<file path="config.mk">
export PLATFORM = sky130hd
export DESIGN_NAME = pack
export DESIGN_NICKNAME = d
export VERILOG_FILES = /design/src/rtl/pack_pkg.sv /design/src/rtl/pack.sv
export SDC_FILE = /design/constraint.sdc
export NUM_CORES = 1
export LEC_CHECK = 0
export ABC_AREA = 1
export BUFFER_PORTS_ARGS = -buffer_cell sky130_fd_sc_hd__buf_2
export CAP_MARGIN = 20
export CORE_ASPECT_RATIO = 0.7
export CORE_MARGIN = 2
export CORE_UTILIZATION = 30
export DETAILED_ROUTE_END_ITERATION = 8
export PLACE_DENSITY = 0.61
export SLEW_MARGIN = 30
export SYNTH_ARGS = -nofsm -noshare
export SYNTH_HDL_FRONTEND = slang
export SYNTH_SLANG_ARGS = --single-unit
</file>
<file path="constraint.sdc">
create_clock -name clk -period 1.2 [get_ports clk]
set_clock_uncertainty 0.1 [all_clocks]
set_input_delay 0.18 -clock clk [delete_from_list [all_inputs] [get_ports clk]]
set_output_delay 0.18 -clock clk [all_outputs]
set_load 0.02 [all_outputs]
</file>
<file path="src/rtl/pack_pkg.sv">
// Shared stream helpers for the pack/unpack pair: default item geometry and index/count widths.
package pack_pkg;

    localparam int unsigned ARGW_DEF = 8;
    localparam int unsigned ARGD_DEF = 2;

    // Width of a slot index running 0..depth-1; never narrower than one bit.
    function automatic int unsigned idx_width(input int unsigned depth);
        return (depth <= 1) ? 1 : $clog2(depth);
    endfunction

    // Width of an item count running 0..depth.
    function automatic int unsigned cnt_width(input int unsigned depth);
        return $clog2(depth + 1);
    endfunction

endpackage

</file>
<file path="src/rtl/pack.sv">
// Serial-to-parallel packer: ARGD items of ARGW bits become one word, item 0 in the LSBs.
// Optional PACK_LAST_EN adds arg_lst (short-word terminator) and out_cnt (items in word).
module pack
    import pack_pkg::*;
#(
    parameter int unsigned ARGW = ARGW_DEF,
    parameter int unsigned ARGD = ARGD_DEF
) (
    input  logic                           clk,
    input  logic                           rst,
    input  logic                           arg_stb,
    input  logic [ARGW-1:0]                arg_dat,
`ifdef PACK_LAST_EN
    input  logic                           arg_lst,
`endif
    output logic                           arg_rdy,
    output logic                           out_stb,
    output logic [ARGD*ARGW-1:0]           out_dat,
`ifdef PACK_LAST_EN
    output logic [cnt_width(ARGD)-1:0]     out_cnt,
`endif
    input  logic                           out_rdy
);

    localparam int unsigned IW = idx_width(ARGD);
    localparam int unsigned CW = cnt_width(ARGD);
    localparam int unsigned W  = ARGD * ARGW;
    localparam logic [IW-1:0] END = IW'(ARGD - 1);

    logic [IW-1:0] idx_q;
    logic [W-1:0]  acc_q;
    logic [W-1:0]  out_dat_q;
    logic          out_stb_q;
    logic [CW-1:0] out_cnt_q;

    logic          complete;
    logic          accept;
    logic [W-1:0]  word;

    always_comb begin
`ifdef PACK_LAST_EN
        complete = (idx_q == END) | arg_lst;
`else
        complete = (idx_q == END);
`endif
        // Only a word-completing item needs the output register free.
        arg_rdy = ~complete | ~out_stb_q | out_rdy;
        accept  = arg_stb & arg_rdy;
    end

    // Slots at or above idx are zero in acc, so a short word gets zero upper slices for free.
    always_comb begin
        word = acc_q;
        for (int k = 0; k < int'(ARGD); k++) begin
            if (idx_q == IW'(k)) begin
                word[ARGW*k +: ARGW] = arg_dat;
            end
        end
    end

    always_ff @(posedge clk) begin
        if (!rst) begin
            idx_q     <= '0;
            acc_q     <= '0;
            out_stb_q <= 1'b0;
            out_dat_q <= '0;
            out_cnt_q <= '0;
        end else begin
            if (out_stb_q && out_rdy) begin
                out_stb_q <= 1'b0;
            end
            if (accept) begin
                if (complete) begin
                    out_dat_q <= word;
                    out_stb_q <= 1'b1;
                    out_cnt_q <= CW'(idx_q) + CW'(1);
                    idx_q     <= '0;
                    acc_q     <= '0;
                end else begin
                    acc_q <= word;
                    idx_q <= idx_q + IW'(1);
                end
            end
        end
    end

    assign out_stb = out_stb_q;
    assign out_dat = out_dat_q;
`ifdef PACK_LAST_EN
    assign out_cnt = out_cnt_q;
`else
    // Count is only exported with the last-item feature; keep the register tidy otherwise.
    logic unused_cnt;
    assign unused_cnt = ^out_cnt_q;
`endif

endmodule
</file>
==> flow_summary_export.csv <==
group,metric,value,unit
sta,worst-slew-pin-transition,0.231,ns
cts,clockBufferDepth,2,
critical_path,cp_cell_sequence,"nand3_4 -> buf_6",
cts,hold_buffers,0,
logic_synthesis,synthFlopType,"dfxtp_1",
cts,cts_root_buffer,"clkbuf_8",
layout,seqCellArea,526,um2
logic_synthesis,synth_warnings,0,
sta,grt_setup_unrepaired,"true",
layout,n_fill_cell,344,
sta,finalCritPeriodShare,0.949,
logic_synthesis,synth_top_area_frac,0.493,
layout,multiInputGateArea,419,um2
cts,numClockSinks,26,
critical_path,reg2reg_depth,6,
critical_path,cp-end-kind,"primary output",
logic_synthesis,yosysTopAreaCell,"dfxtp_1",
floorplanning,initial_core_util,0.324,
logic_synthesis,syn_avg_cell_area,6.99,um2
cts,cts_tree,"yes",
worst_hold_path,hold_path.class,"input pin to register",
placement,portBuffers,29,
routing,drt-vias-per-instance,3.97,
logic_synthesis,syn_nets,163,
sta,slew_headroom,0.846,
pwr,p_leak,0.750,nW
global_route,grt_pass1_wl,3480,um
logic_synthesis,yosysMostFrequentCell,"nand2_1",
worst_hold_path,hold_depth,3,
routing,avgRoutedWirePerCell,8.98,um
floorplanning,die_w,74.9,um
pwr,ir_worst_vdd,772,uV
logic_synthesis,synth_edf_count,0,
routing,firstDrtPassIters,4,
global_route,track_usage,0.116,
global_route,grt_max_degree,19,
critical_path,worstSetupStartpointType,"register",
routing,wl,2080,um
cts,cts_htree_levels,1,
sta,slew_violations,0,
routing,final_antenna_net_count,0,
floorplanning,core,0.00325,mm2
logic_synthesis,syn_area,0.00105,mm2
logic_synthesis,ys_seq_area_frac,0.493,
sta,max_freq,878,MHz
floorplanning,die_h,53.6,um
global_route,antenna_found_initial,0,
floorplanning,dieArea,0.00401,mm2
routing,drtIter0Drc,24,
logic_synthesis,ys_seq_elements,26,
critical_path,critPathMaxStageDelay,0.38,ns
routing,post-route-drc-count,0,
layout,fin_nets,198,
critical_path,crit_slowest_cell,"dfxtp_4",
critical_path,critical_path.max_fanout,3,
layout,final_layout_size_suffix_gt1_frac,0.249,
sta,fin_setup_tns,0,ns
critical_path,cp_data_arrival_time,0.86,ns
placement,dp_hpwl,1550,um
sta,setup_viol,0,
pwr,powerDensity,1310,mW/mm2
routing,vias,920,
logic_synthesis,async_flop_share,0,
layout,antenna_cells,0,
job,cap_violations,0,
logic_synthesis,ys_top_cells_by_area,"dfxtp_1, nand2_1, nor2_1",
placement,place.gp.congestion,0.770,
global_route,gr-total-overflow,0,
floorplanning,io_pins,30,
logic_synthesis,netlist_top_cells_count,"nand2_1, nor2_1, dfxtp_1, inv_1",
sta,hold_viol_final,0,
global_route,grt_pass1_vias,794,
cts,clk_latency,0.27,ns
status,outcome,"complete, no violations",
floorplanning,placementRows,17,
logic_synthesis,netlist_instances,151,
cts,cts-buffers-inserted,3,
logic_synthesis,ys_types,12,
critical_path,crit_type,"register to primary output",
layout,synthToLayoutAreaGrowth,31.4,%
sta,finalCriticalPeriod,1.14,ns
critical_path,crit_required,0.92,ns
pwr,finalPower,1.81,mW
cts,clk_pin_slew_worst_paths,0.09,ns
area by class of cell:
class | count | share of cell area
Sequential cell | 26 | 0.379
Multi-Input combinational cell | 97 | 0.302
Timing Repair Buffer | 36 | 0.177
Inverter | 22 | 0.0596
Tap cell | 47 | 0.0424
Clock buffer | 4 | 0.0397
metrics by stage:
step / area (um2) / setup slack, ns / cells / hold slack [ns] / utilization
after floorplan: 1050 / 0.00710 / 151 / 0.215 / -
after global placement: 1310 / 0.102 / 228 / 0.332 / 0.401
after global routing: 1390 / -0.0108 / 232 / 0.0402 / 0.426
final: 1390 / 0.0610 / 232 / 0.0399 / 0.426
after CTS: 1380 / 0.0508 / 232 / 0.0395 / 0.424
after detailed placement: 1310 / 0.0650 / 228 / 0.330 / 0.401
report_power, final:
part / switching [mW] / internal [mW]
combinational: 0.181 / 0.119
clock: 0.274 / 0.294
sequential: 0.0281 / 0.917
sequential cells by signal (all words and copies together) (netlist names):
name and flops:
out_dat 16, acc_q 8, complete 1, out_stb 1
cell usage in the layout (no fill, tap or decap), drive strengths merged:
master / instances
nor2: 33
nand4: 1
a21oi: 8
clkbuf: 4
nand2: 45
dfxtp: 26
nand3: 10
inv: 22
buf: 36
worst max-delay path, delay by kind of cell (launching register included):
| family | cells | cell delay (ns) |
|---|---|---|
| DFF | 1 | 0.38 |
| buffers and inverters | 1 | 0.14 |
| and+or+nand+nor | 1 | 0.07 |
worst paths after layout:
kind,from,end,slack (ns)
max,complete,arg_rdy,0.06
min,arg_dat[6],out_dat[14],0.04
max reg2reg,complete,out_dat[9],0.10
min reg2reg,acc_q[2],acc_q[2],0.37
cells by family after synthesis:
kind of cell           Yosys count  synth area share
buffers and inverters           28             0.119
AO/OA/AOI/OAI                    8            0.0380
flip-flops                      26             0.493
AND/OR/NAND/NOR                 89             0.350
routing by layer:
| layer | track usage | share of wire |
|---|---|---|
| met5 | 0 | 0 |
| met1 | 0.162 | 0.56 |
| met2 | 0.165 | 0.37 |
| met3 | 0.0487 | 0.061 |
| met4 | 0.0268 | 0.011 |
repair_timing:
item	CTS	global route
pin swaps	0	0
gates resized for setup	6	2
setup buffers	2	0
endpoints found under the setup margin	1	5
Note: power is estimated with default switching activity, not from simulation.
